File: src/rtl/fft_frame_feeder_if.sv
// Sample-stream and FFT-input bus for fft_frame_feeder.
// master: the feeder (consumes samples and FFT status, drives FFT input words).
// slave:  the environment (ADC capture on one side, the dit FFT on the other).
interface fft_frame_feeder_if #(
  parameter int DW = 12
);
  logic [DW-1:0]   smp_in;
  logic            smp_valid;
  logic [2*DW-1:0] fft_x;
  logic            fft_nd;
  logic            fft_out_nd;
  logic            fft_overflow;

  modport master (
    input  smp_in, smp_valid, fft_out_nd, fft_overflow,
    output fft_x, fft_nd
  );

  modport slave (
    output smp_in, smp_valid, fft_out_nd, fft_overflow,
    input  fft_x, fft_nd
  );
endinterface

File: src/rtl/fft_frame_feeder.sv
// Ping-pong framer feeding N-sample real frames into the dit FFT.
// The writer fills one bank while the reader bursts the other bank as N
// back-to-back words, then waits for the FFT result burst to finish.
// Optional macro FFT_FEEDER_BITREV_EN: words leave in bit-reversed index order
// (DIT input order); without it they leave in natural order. Timing is the same.
module fft_frame_feeder #(
  parameter int N    = 16,
  parameter int LOGN = 4,
  parameter int DW   = 12
) (
  input  logic                clk,
  input  logic                reset_n,
  fft_frame_feeder_if.master  bus,
  output logic                drop,
  output logic                fft_err,
  output logic [7:0]          frame_cnt
);

  typedef enum logic [1:0] {IDLE, SEND, WAIT_HI, WAIT_LO} state_t;

  // Read-side index mapping into a bank.
  function automatic logic [LOGN-1:0] order(input logic [LOGN-1:0] i);
    logic [LOGN-1:0] r;
`ifdef FFT_FEEDER_BITREV_EN
    for (int b = 0; b < LOGN; b++) r[b] = i[LOGN-1-b];
`else
    r = i;
`endif
    return r;
  endfunction

  logic [DW-1:0]   bank [0:1][0:N-1];
  logic [1:0]      full;
  logic [1:0]      full_nxt;
  logic            wb;
  logic            rb;
  logic [LOGN-1:0] widx;
  logic [LOGN-1:0] ridx;
  state_t          state;

  logic            wr_en;
  logic            wr_last;
  logic            rd_last;
  logic [DW-1:0]   rd_word;

  assign wr_en   = bus.smp_valid && !full[wb];
  assign wr_last = wr_en && (widx == LOGN'(N-1));
  assign rd_last = (state == SEND) && (ridx == LOGN'(N-1));
  // ridx is 0 in IDLE, so the same lookup serves the first word of a burst.
  assign rd_word = bank[rb][order(ridx)];

  // Sample storage.
  // NOTE: the banks are plain data storage with no reset; the full flags alone
  // say whether their contents are meaningful.
  always_ff @(posedge clk) begin
    if (wr_en) bank[wb][widx] <= bus.smp_in;
  end

  // Full flags: writer sets on the last sample, reader clears on the last word.
  // NOTE: combinational blocks use blocking '=' with a default first, so the
  // result never depends on a previous value and no latch is inferred.
  always_comb begin
    full_nxt = full;
    if (wr_last) full_nxt[wb] = 1'b1;
    if (rd_last) full_nxt[rb] = 1'b0;
  end

  // Full flag register; a bank released on an edge is seen as empty only on
  // the following edge, so a sample on the release edge is dropped.
  // NOTE: sequential state uses non-blocking '<=' so every register samples
  // pre-edge values regardless of statement order.
  always_ff @(posedge clk or negedge reset_n) begin
    if (!reset_n) full <= '0;
    else          full <= full_nxt;
  end

  // Writer: fill bank wb; discard and flag when it is still held by the reader.
  always_ff @(posedge clk or negedge reset_n) begin
    if (!reset_n) begin
      wb   <= 1'b0;
      widx <= '0;
      drop <= 1'b0;
    end else begin
      drop <= bus.smp_valid && full[wb];
      if (wr_en) begin
        widx <= widx + 1'b1;
        if (wr_last) wb <= ~wb;
      end
    end
  end

  // Reader FSM with registered FFT-side outputs.
  always_ff @(posedge clk or negedge reset_n) begin
    if (!reset_n) begin
      state      <= IDLE;
      rb         <= 1'b0;
      ridx       <= '0;
      bus.fft_nd <= 1'b0;
      bus.fft_x  <= '0;
      frame_cnt  <= '0;
    end else begin
      bus.fft_nd <= 1'b0;
      bus.fft_x  <= '0;
      case (state)
        IDLE: begin
          if (full[rb] && !bus.fft_out_nd) begin
            bus.fft_nd <= 1'b1;
            bus.fft_x  <= {rd_word, {DW{1'b0}}};
            ridx       <= ridx + 1'b1;
            state      <= SEND;
          end
        end
        SEND: begin
          bus.fft_nd <= 1'b1;
          bus.fft_x  <= {rd_word, {DW{1'b0}}};
          ridx       <= ridx + 1'b1;
          if (ridx == LOGN'(N-1)) begin
            rb        <= ~rb;
            frame_cnt <= frame_cnt + 8'd1;
            state     <= WAIT_HI;
          end
        end
        WAIT_HI: if (bus.fft_out_nd)  state <= WAIT_LO;
        WAIT_LO: if (!bus.fft_out_nd) state <= IDLE;
        default: state <= IDLE;
      endcase
    end
  end

  // Sticky FFT overflow flag.
  always_ff @(posedge clk or negedge reset_n) begin
    if (!reset_n) fft_err <= 1'b0;
    else          fft_err <= fft_err | bus.fft_overflow;
  end

endmodule

File: src/flat_wrapper.sv
// flat-port wrapper written by rule: the top's interface ports become plain ports
module fft_frame_feeder_flat 
#(
  parameter int N    = 16,
  parameter int LOGN = 4,
  parameter int DW   = 12
)
  (clk, reset_n, drop, fft_err, frame_cnt, bus_smp_in, bus_smp_valid, bus_fft_out_nd, bus_fft_overflow, bus_fft_x, bus_fft_nd);
  fft_frame_feeder_if #(.DW(DW)) bus_i ();
  input  logic clk;
  input  logic reset_n;
  output logic drop;
  output logic fft_err;
  output logic [7:0] frame_cnt;
  input wire logic [$bits(bus_i.smp_in)-1:0] bus_smp_in;
  input wire logic [$bits(bus_i.smp_valid)-1:0] bus_smp_valid;
  input wire logic [$bits(bus_i.fft_out_nd)-1:0] bus_fft_out_nd;
  input wire logic [$bits(bus_i.fft_overflow)-1:0] bus_fft_overflow;
  output wire logic [$bits(bus_i.fft_x)-1:0] bus_fft_x;
  output wire logic [$bits(bus_i.fft_nd)-1:0] bus_fft_nd;
  assign bus_i.smp_in = bus_smp_in;
  assign bus_i.smp_valid = bus_smp_valid;
  assign bus_i.fft_out_nd = bus_fft_out_nd;
  assign bus_i.fft_overflow = bus_fft_overflow;
  assign bus_fft_x = bus_i.fft_x;
  assign bus_fft_nd = bus_i.fft_nd;
  fft_frame_feeder #(.N(N), .LOGN(LOGN), .DW(DW)) u_core (.clk(clk), .reset_n(reset_n), .bus(bus_i), .drop(drop), .fft_err(fft_err), .frame_cnt(frame_cnt));
endmodule
File: config.mk
export PLATFORM = sky130hd
export DESIGN_NAME = fft_frame_feeder_flat
export DESIGN_NICKNAME = d
export VERILOG_FILES = /design/src/rtl/fft_frame_feeder_if.sv /design/src/rtl/fft_frame_feeder.sv /design/src/flat_wrapper.sv
export SDC_FILE = /design/constraint.sdc
export NUM_CORES = 1
export LEC_CHECK = 0
export ABC_AREA = 1
export BUFFER_PORTS_ARGS = -buffer_cell sky130_fd_sc_hd__buf_2
export CELL_PAD_IN_SITES_DETAIL_PLACEMENT = 1
export CELL_PAD_IN_SITES_GLOBAL_PLACEMENT = 1
export CORE_AREA = 2 2 175 348
export DETAILED_ROUTE_END_ITERATION = 12
export DIE_AREA = 0 0 177 350
export PLACE_DENSITY_LB_ADDON = 0.1
export SYNTH_ARGS = -nofsm -noshare
export SYNTH_HDL_FRONTEND = slang
export SYNTH_SLANG_ARGS = --single-unit
File: constraint.sdc
create_clock -name clk -period 6.6 [get_ports clk]
set_input_delay 0.33 -clock clk [delete_from_list [all_inputs] [get_ports clk]]
set_output_delay 0.33 -clock clk [all_outputs]
set_load 0.02 [all_outputs]
==> impl_metrics.yaml, run 1 <==
pwr:
  p_int_mw: 5.12
  swShare_pct: 39.4
  seq_power_share_pct: 37.9
  power_mw: 8.44
  cellLeakagePower_nw: 7.43
  p_comb_share_pct: 33.3
  netSwitchingPower_mw: 3.32
  power_density_nw_per_um2: 423
  clkPwrFrac_pct: 28.8
  ir_worst_vdd_mv: 0.188
clock_network:
  post-cts-setup-buffers: 0
  cts_tree: "yes"
  cts.sinks: 421
  h-tree-depth: 2
  clock_path_buffers: 3
  clkTransAtPathRegs_ns: 0.07
  clock_latency_ns: 0.57
  cts_root_buf: "clkbuf_16"
  ctsResizeCount: 0
  postCtsHoldBufs: 2
  numCtsBuffers: 42
yosys:
  yosysSeqAreaShare_pct: 71.0
  synth_warnings: 0
  avgSynthCellArea_sq_um: 11.3
  synth_edf_count: 384
  synthTopCellsByArea: "edfxtp_1 66%, nand2_1 7.5%, dfrtp_1 5.3%, nor2_1 4.6%, nand3_1 4.1%"
  synthTopCellsByCount: "384 x edfxtp_1, 350 x nand2_1, 216 x nor2_1"
  synth_area_sq_um: 17500
  ys.flop_type: "edfxtp_1"
  yosysMostFrequentCell: "edfxtp_1"
  postSynthCellCount: 1555
  synth_seq_cells: 421
  synth_top_area_share_pct: 65.7
  ys_async_sr_fraction_pct: 8.79
  ys_types: 34
  yosysTopAreaCell: "edfxtp_1"
worst_setup_path:
  critPathTopFamily: "buffers and inverters"
  path_depth: 10
  path_cells: "buf_4, inv_6, buf_4, buf_4, o21ai_0, o21ai_0, nor2_1, nor2_1, nor2_1, nor2_1"
  cp_slowest_cell: "buf_4"
  reg2reg_depth: 10
  critPathCaptureType: "flip-flop"
  critPathMostFrequentCell: "nor2_1"
  r2r_start: "u_core.ridx[0]"
  critPathKind: "flip-flop to flip-flop"
  cpPeakStageDelay_ns: 0.55
  crit_path_end: "u_core.bus.fft_x[22]"
  cp.required_ns: 7.10
  cp_num_buf_inv: 4
  startpoint: "u_core.ridx[0]"
  r2r-end: "u_core.bus.fft_x[22]"
  arrival_ns: 3.62
  rrSetupSlack_ns: 3.48
  cp-start-kind: "flip-flop"
  critPathMaxFanout: 68
route:
  route.detailed.drc: 0
  vias: 11300
  totalWireLength_mm: 57.3
  drt_iter0_drc: 693
  wl_per_cell_microns: 24.2
  firstDrtPassIters: 4
  ant_nets: 0
  via_per_inst: 4.77
timing:
  rsz0062_at_grt: "no"
  drv_slew: 0
  period_needed_ns: 3.12
  worstMarginPinSlew_ns: 1.26
  hold_viol: 0
  fmax_mhz: 320
  setup_viol: 0
  slew_headroom_pct: 15.5
  tns_ns: 0
  finalCritPeriodShare_pct: 47.3
  finClkSkew_ns: 0.0331
outcome:
  status: "finished, final reports clean"
place:
  io_buffers: 39
  hpwl_mm: 36.1
  placed_cells: 2296
  gp_congestion: 0.790
global_route:
  track_usage_pct: 18.8
  overflow: 0
  grt_pass1_vias: 12000
  grt_pass1_wl_mm: 83.3
  antenna_found_initial: 2
  grt_max_degree: 154
cells_and_area:
  stdcell_count: 2374
  multi_input_area_sq_um: 4360
  final_nets: 1601
  nFillCells: 6475
  regArea_sq_um: 12500
  antenna_cells: 0
  area_delta_synth_final_pct: 13.6
  drive_gt1_share_pct: 9.84
floorplan:
  ios: 52
  dieArea_sq_um: 62000
  core_region_area_sq_um: 59100
  row_count: 126
  dieHeight_microns: 350
  initial_core_util_pct: 29.7
  die_w_microns: 177
flow_run:
  drv_cap: 0
min_path:
  min-delay-path-class: "input pin to flip-flop"
## cells in the final DEF (no fill, tap or decap), types with 2 or more instances in the layout
| master | instances |
|---|---|
| a21oi_1 | 10 |
| buf_12 | 2 |
| buf_2 | 39 |
| buf_4 | 14 |
| bufinv_16 | 4 |
| clkbuf_1 | 7 |
| clkbuf_16 | 43 |
| clkinv_1 | 9 |
| clkinv_2 | 8 |
| clkinv_4 | 3 |
| conb_1 | 12 |
| dfrtp_1 | 34 |
| dfrtp_2 | 2 |
| dlygate4sd3_1 | 2 |
| edfxtp_1 | 384 |
| ha_1 | 10 |
| inv_1 | 108 |
| inv_4 | 2 |
| inv_6 | 3 |
| nand2_1 | 350 |
| nand2_2 | 3 |
| nand3_1 | 143 |
| nor2_1 | 216 |
| nor2_2 | 4 |
| nor3_1 | 2 |
| nor3_2 | 20 |
| nor4_2 | 4 |
| o211ai_1 | 34 |
| o21ai_0 | 104 |
| o21ai_1 | 6 |
| o21ai_2 | 2 |
| xor2_1 | 12 |
## routing by layer
metal / GRT usage [%] / part of all wire (%)
met1: 20.2 / 37
met2: 36.4 / 56
met3: 1.79 / 2.2
met4: 8.32 / 4.5
met5: 0 / 0
## kinds of logic after synthesis
| kind of cell | count (synthesis) | synth area share [%] |
|---|---|---|
| and+or+nand+nor | 747 | 17.5 |
| DFF | 421 | 71.0 |
| buffers and inverters | 205 | 5.08 |
| AOI/OAI and AO/OA | 158 | 5.06 |
| xor gates and xnor gates | 13 | 0.649 |
| adders and majority gates | 10 | 0.713 |
| other | 1 | 0.0214 |
## worst min-delay path by stage
stage | startpoint | to | slack [ns] | cells past startpoint
floorplan | reset_n | u_core.bus.fft_nd | 0.03 | 0
global placement | u_core.fft_err | u_core.fft_err | 0.44 | 1
detailed placement | u_core.fft_err | u_core.fft_err | 0.45 | 1
CTS | bus_smp_valid | u_core.drop | 0.04 | 3
global route | bus_smp_valid | u_core.drop | 0.09 | 3
finish | bus_smp_valid | u_core.drop | 0.07 | 3
## area by class of cell
class | instances | share of cell area [%]
sequential | 421 | 62.5
multi-input combinational | 940 | 21.9
clock buffer | 51 | 5.60
tap | 768 | 4.82
inverter | 112 | 2.16
timing repair buffer | 57 | 1.81
clock inverter | 25 | 1.17
## worst register-to-register path, stage by stage (launching register included)
cell and delay [ns]:
dfrtp_2 0.38, buf_4 0.33, inv_6 0.54, buf_4 0.58
buf_4 0.33, o21ai_0 0.13, o21ai_0 0.19, nor2_1 0.06
nor2_1 0.28, nor2_1 0.14, nor2_1 0.11
## sequential cells by signal, indices dropped and copies added, names as in the netlist, 2 cells and up
| register | cells |
|---|---|
| u_core.ridx | 4 |
| u_core.full | 2 |
| u_core.bus.fft_x | 12 |
| u_core.bank | 384 |
| u_core.frame_cnt | 8 |
| u_core.widx | 4 |
| u_core.state | 2 |
## stage by stage
stage               utilization, %  setup slack (ns)  hold slack, ns  area [sq um]
floorplan                        -              4.13          0.0344         17600
global placement              31.4              3.41           0.444         18600
detailed placement            31.4              3.39           0.450         18600
CTS                           33.7              3.37          0.0402         19900
global route                  33.7              3.25          0.0851         19900
finish                        33.7              3.48          0.0724         19900
## power groups by stage
stage	registers, mW	clock network [mW]	logic (mW)
5_1_grt	3.22	2.59	3.12
3_5_place_dp	3.26	0	2.91
6_report	3.20	2.43	2.81
2_1_floorplan	3.20	0	1.74
3_3_place_gp	3.26	0	2.90
4_1_cts	3.21	2.50	2.91
Note: power is estimated with default switching activity, not from simulation.
==> run 2, diff against run 1 <==
ABC_AREA = 0   (was 1)
CORE_AREA = 2 2 169 337   (was 2 2 175 348)
DIE_AREA = 0 0 171 339   (was 0 0 177 350)
clock period = 2.65 ns   (was 6.6 ns; I/O delays follow)
==> run 2 against run 1 <==
  * Sequential cell count did not move
  * Die area fell by 6.4%
  * Largest power group unchanged
  * Hold slack improved by 0.041 ns
  * Utilization rose by 1.3 points
  * Sequential power rose to 2.6 times the previous value
  * Highest routed layer unchanged
  * Routed wire length fell by 18%
  * Via count fell by 29%
  * Largest cell class unchanged
  * Critical path depth fell by 4
  * Synthesized cell count fell by 48%
  * Sequential share of layout area rose by 2.0 points
  * First-iteration DRC count fell by 28%
==> impl_metrics.yaml, run 2 <==
cells_and_area:
  post-route-util_pct: 35.0
  reg_top3: "u_core.bank x384, u_core.bus.fft_x x12, u_core.frame_cnt x8"
  final_area_sq_um: 19300
  area_delta_synth_final_pct: 17.3
  final_nets: 947
  drive_gt1_share_pct: 27.4
  layout_common_cells: "384 x edfxtp_1, 77 x mux4_2, 64 x buf_4, 42 x mux2i_1, 41 x clkbuf_16"
  layout_commonest_cell: "edfxtp_1"
  largest_register: "u_core.bank"
  largest_reg_flops: 384
flow_run:
  drv_cap: 0
min_path:
  hold_start: "bus_fft_out_nd"
  hold_depth: 5
  min-delay-path-class: "input pin to flip-flop"
route:
  ant_nets: 0
  vias: 7990
  totalWireLength_mm: 47.3
  wl_per_cell_microns: 27.9
  route.detailed.drc: 0
  drt_iter0_drc: 499
  firstDrtPassIters: 4
  via_per_inst: 4.72
floorplan:
  dieHeight_microns: 339
  die_w_microns: 171
  initial_core_util_pct: 29.8
  ios: 52
  core_region_area_sq_um: 55300
  row_count: 122
  dieArea_sq_um: 58000
pwr:
  ir_worst_vdd_mv: 0.469
  power_density_nw_per_um2: 1020
  cellLeakagePower_nw: 6.58
  power_mw: 19.6
timing:
  finalCritPeriodShare_pct: 92.0
  tns_ns: 0
  slew_headroom_pct: 33.0
  hold_viol: 0
  drv_slew: 0
  worstMarginPinSlew_ns: 1.01
  rsz0062_at_grt: "no"
  fmax_mhz: 410
  setup_ws_ns: 0.213
  finClkSkew_ns: 0.0183
  setup_viol: 0
  period_needed_ns: 2.44
place:
  pre_cts_slack_ns: 0.0817
  postPlaceCellArea_sq_um: 18000
  hpwl_mm: 32.5
  io_buffers: 39
  gp_congestion: 0.790
global_route:
  grt_pass1_wl_mm: 66.9
  antenna_found_initial: 1
  grt_max_degree: 43
  grt_pass1_vias: 8900
  overflow: 0
  track_usage_pct: 16.6
yosys:
  yosysTopAreaCell: "edfxtp_1"
  ys_async_sr_fraction_pct: 8.79
  ys.flop_type: "edfxtp_1"
  synth_area_sq_um: 16500
  synth_warnings: 0
  ys_types: 43
  yosysSeqAreaShare_pct: 75.6
  synth_edf_count: 384
  yosysMostFrequentCell: "edfxtp_1"
  postSynthCellCount: 806
  synth_top_area_share_pct: 70.0
  synth_seq_cells: 421
  synthTopCellsByCount: "384 x edfxtp_1, 77 x mux4_2, 42 x mux2i_1"
  synthTopCellsByArea: "edfxtp_1 70%, mux4_2 11%, dfrtp_1 5.6%, mux2i_1 2.6%, mux4_1 1.8%"
  avgSynthCellArea_sq_um: 20.5
clock_network:
  clock_path_buffers: 3
  cts_root_buf: "clkbuf_16"
  cts.sinks: 421
  h-tree-depth: 2
  clkTransAtPathRegs_ns: 0.07
  clock_latency_ns: 0.55
  ctsResizeCount: 0
  numCtsBuffers: 39
  cts_tree: "yes"
worst_setup_path:
  r2r_start: "u_core.ridx[1]"
  critPathKind: "flip-flop to flip-flop"
  cp-start-kind: "flip-flop"
  critPathCaptureType: "flip-flop"
  reg2reg_depth: 6
  critPathMaxFanout: 18
  arrival_ns: 2.87
  cp.required_ns: 3.08
  startpoint: "u_core.ridx[1]"
outcome:
  status: "finished, final reports clean"
-- run 2: path summary, 6_finish.rpt --
path,slack (ns),end
min in group asynchronous,0.29,u_core.ridx[0]
max in group asynchronous,1.62,u_core.ridx[1]
hold / removal,0.11,u_core.state[0]
setup / recovery,0.21,u_core.bus.fft_x[19]
setup reg to reg,0.21,u_core.bus.fft_x[19]
hold reg to reg,0.46,u_core.fft_err
-- run 2: metrics by stage --
step / std cells / hold slack, ns
floorplan: 817 / -0.163
global placement: 1619 / 0.328
detailed placement: 1619 / 0.337
CTS: 1692 / 0.0855
global route: 1693 / 0.144
finish: 1694 / 0.114
-- run 2: cell type report --
class                           count  area [sq um]
Antenna cell                        1          2.50
Clock buffer                       47          1060
Timing Repair Buffer              114           873
Sequential cell                   421         12500
Inverter                           11          41.3
Tap cell                          744           931
Multi-Input combinational cell    333          3710
Clock inverter                     23           249
Fill cell                        5500         35900
-- run 2: critical path: stages (launching register included) --
cell	delay [ns]
dfrtp_4	0.65
buf_12	0.24
buf_12	0.20
mux4_2	0.31
o221ai_1	0.40
o21ai_0	0.28
nor4b_1	0.21
-- run 2: repair_timing --
item	CTS	global route
endpoints found under the setup margin	0	1
buffers inserted	0	1
endpoints found under the hold margin	39	0
hold buffers	3	0
-- run 2: per-layer routing --
metal	GRT usage [%]	part of all wire (%)	up-vias
li1	-	-	3472
met1	17.3	35	4327
met2	32.7	58	131
met3	1.95	2.6	60
met4	6.76	4.2	0
met5	0	0	-
-- run 2: report_power, final --
group | total, mW | switching [mW] | leakage, nW | internal [mW]
Combinational | 5.60 | 3.18 | 2.01 | 2.42
Sequential | 8.19 | 0.435 | 3.93 | 7.76
Clock | 5.85 | 2.50 | 0.639 | 3.35
-- run 2: cells by family (layout without fill, tap and decap cells) --
| group | Yosys count | after routing | share of synthesized area (%) |
|---|---|---|---|
| XOR/XNOR | 14 | 14 | 0.744 |
| buffers and inverters | 63 | 195 | 2.35 |
| AO/OA/AOI/OAI | 60 | 60 | 2.41 |
| adder cells (fa/ha/maj) | 10 | 10 | 0.759 |
| flip-flops | 421 | 421 | 75.6 |
| other | 1 | 13 | 0.0227 |
| multiplexers | 133 | 133 | 15.0 |
| AND/OR/NAND/NOR | 104 | 104 | 3.12 |
==> run 3, diff against run 2 <==
PLACE_DENSITY_LB_ADDON = 0.12   (was 0.1)
SKIP_CTS_REPAIR_TIMING = 1   (was unset)
SLEW_MARGIN = 20   (was unset)
==> run 3 against run 2 <==
  * Global-route usage down 0.65 points
  * Die area unchanged
  * Critical path depth down 1
  * Sequential cell count unchanged
  * Register-to-register slack worse by 0.05 ns
  * Cell area about the same
  * Critical path type unchanged
  * Sequential power up 0.7%
  * Clock skew up 0.0027 ns
  * Count of clock-buffer cells in the layout up 4
  * Fmax down 2.0%
==> impl_metrics.yaml, run 3 (synthesis gave the netlist of run 2 again) <==
cells_and_area:
  nFillCells: 5501
  largest_reg_flops: 384
  final_area_sq_um: 19300
  reg_top3: "u_core.bank x384, u_core.bus.fft_x x12, u_core.frame_cnt x8"
  layout_common_cells: "384 x edfxtp_1, 77 x mux4_2, 64 x buf_4, 42 x mux2i_1, 40 x clkbuf_16"
  final_nets: 946
  drive_gt1_share_pct: 27.0
  antenna_cells: 0
  largest_register: "u_core.bank"
  area_delta_synth_final_pct: 17.3
  post-route-util_pct: 35.0
  layout_commonest_cell: "edfxtp_1"
route:
  drt_iter0_drc: 498
  via_per_inst: 4.71
  wl_per_cell_microns: 26.5
  firstDrtPassIters: 6
  route.detailed.drc: 0
  totalWireLength_mm: 44.9
  vias: 7989
  ant_nets: 0
worst_setup_path:
  crit_path_end: "u_core.bus.fft_x[22]"
  arrival_ns: 2.93
  reg2reg_depth: 5
  critPathMaxFanout: 20
  rrSetupSlack_ns: 0.16
  critPathKind: "flip-flop to flip-flop"
  startpoint: "u_core.ridx[1]"
  r2r_start: "u_core.ridx[1]"
  cp.required_ns: 3.10
  r2r-end: "u_core.bus.fft_x[22]"
  cp-start-kind: "flip-flop"
  critPathCaptureType: "flip-flop"
floorplan:
  core_region_area_sq_um: 55300
  ios: 52
  dieHeight_microns: 339
  dieArea_sq_um: 58000
  initial_core_util_pct: 29.8
  row_count: 122
  die_w_microns: 171
timing:
  slew_headroom_pct: 43.7
  hold_viol: 0
  fmax_mhz: 402
  drv_slew: 0
  rsz0062_at_grt: "no"
  period_needed_ns: 2.49
  finalCritPeriodShare_pct: 93.8
  worstMarginPinSlew_ns: 0.845
  setup_viol: 0
  finClkSkew_ns: 0.0210
  holdWs_ns: 0.118
  tns_ns: 0
clock_network:
  numCtsBuffers: 40
  clkTransAtPathRegs_ns: 0.07
  clock_path_buffers: 3
  cts.sinks: 421
  h-tree-depth: 2
  clock_latency_ns: 0.58
  cts_tree: "yes"
  cts_root_buf: "clkbuf_16"
global_route:
  overflow: 0
  track_usage_pct: 15.9
  grt_pass1_wl_mm: 64.9
  grt_max_degree: 46
  grt_pass1_vias: 8952
  antenna_found_initial: 0
pwr:
  power_mw: 19.5
  ir_worst_vdd_mv: 0.378
  cellLeakagePower_nw: 6.58
  power_density_nw_per_um2: 1010
flow_run:
  drv_cap: 0
outcome:
  status: "finished, final reports clean"
place:
  hpwl_mm: 30.5
  gp_congestion: 0.742
  io_buffers: 39
  postPlaceCellArea_sq_um: 17900
min_path:
  min-delay-path-class: "input pin to flip-flop"
==> run 3: cell types whose count changed in the layout (fill, tap and decap cells not counted), sizes merged <==
cell	before	now
clkinv	15	12
bufinv	5	7
clkbuf	47	51
inv	12	13
buf	111	109
diode	1	0
==> run 3: layout make-up <==
class	instances	area [sq um]	area share [%]
Clock buffer	51	1050	5.44
Clock inverter	23	317	1.64
Inverter	11	41.3	0.213
Multi-Input combinational cell	333	3710	19.2
Sequential cell	421	12500	64.5
Tap cell	744	931	4.81
Timing Repair Buffer	112	826	4.27
==> run 3: critical path, cell delays in order, from the launching register on <==
cell and delay (ns):
dfrtp_4 0.68, buf_4 0.25, mux4_2 0.53, a221oi_1 0.30, o21ai_0 0.31, and3_1 0.28
==> run 3: how the worst min path moves through the flow <==
stage	slack, ns	depth (start not counted)	endpoint	startpoint
floorplan	-0.16	0	u_core.bus.fft_nd	reset_n
global placement	0.30	1	u_core.frame_cnt[7]	reset_n
detailed placement	0.29	1	u_core.frame_cnt[7]	reset_n
CTS	-0.30	1	u_core.frame_cnt[7]	reset_n
global route	0.13	1	u_core.bank[1][139]	bus_smp_in[7]
finish	0.12	1	u_core.bank[0][162]	bus_smp_in[6]
==> run 3: power breakdown <==
part	internal [mW]	switching, mW
registers	7.76	0.493
clock network	3.53	2.56
logic	2.25	2.88
total	13.5	5.93
==> run 3: layer usage <==
| metal | part of all wire, % | global-route usage, % | vias to the layer above |
|---|---|---|---|
| met1 | 37 | 17.5 | 4324 |
| met3 | 2.1 | 1.82 | 60 |
| met4 | 3.0 | 5.56 | 0 |
| met2 | 58 | 30.9 | 119 |
| li1 | - | - | 3486 |
| met5 | 0 | 0 | - |
==> run 3: through the flow <==
stage	std cells	worst slack (ns)
finish	1695	0.164
global route	1695	0.0234
CTS	1692	0.105
detailed placement	1618	0.148
global placement	1618	0.124
floorplan	817	0.102
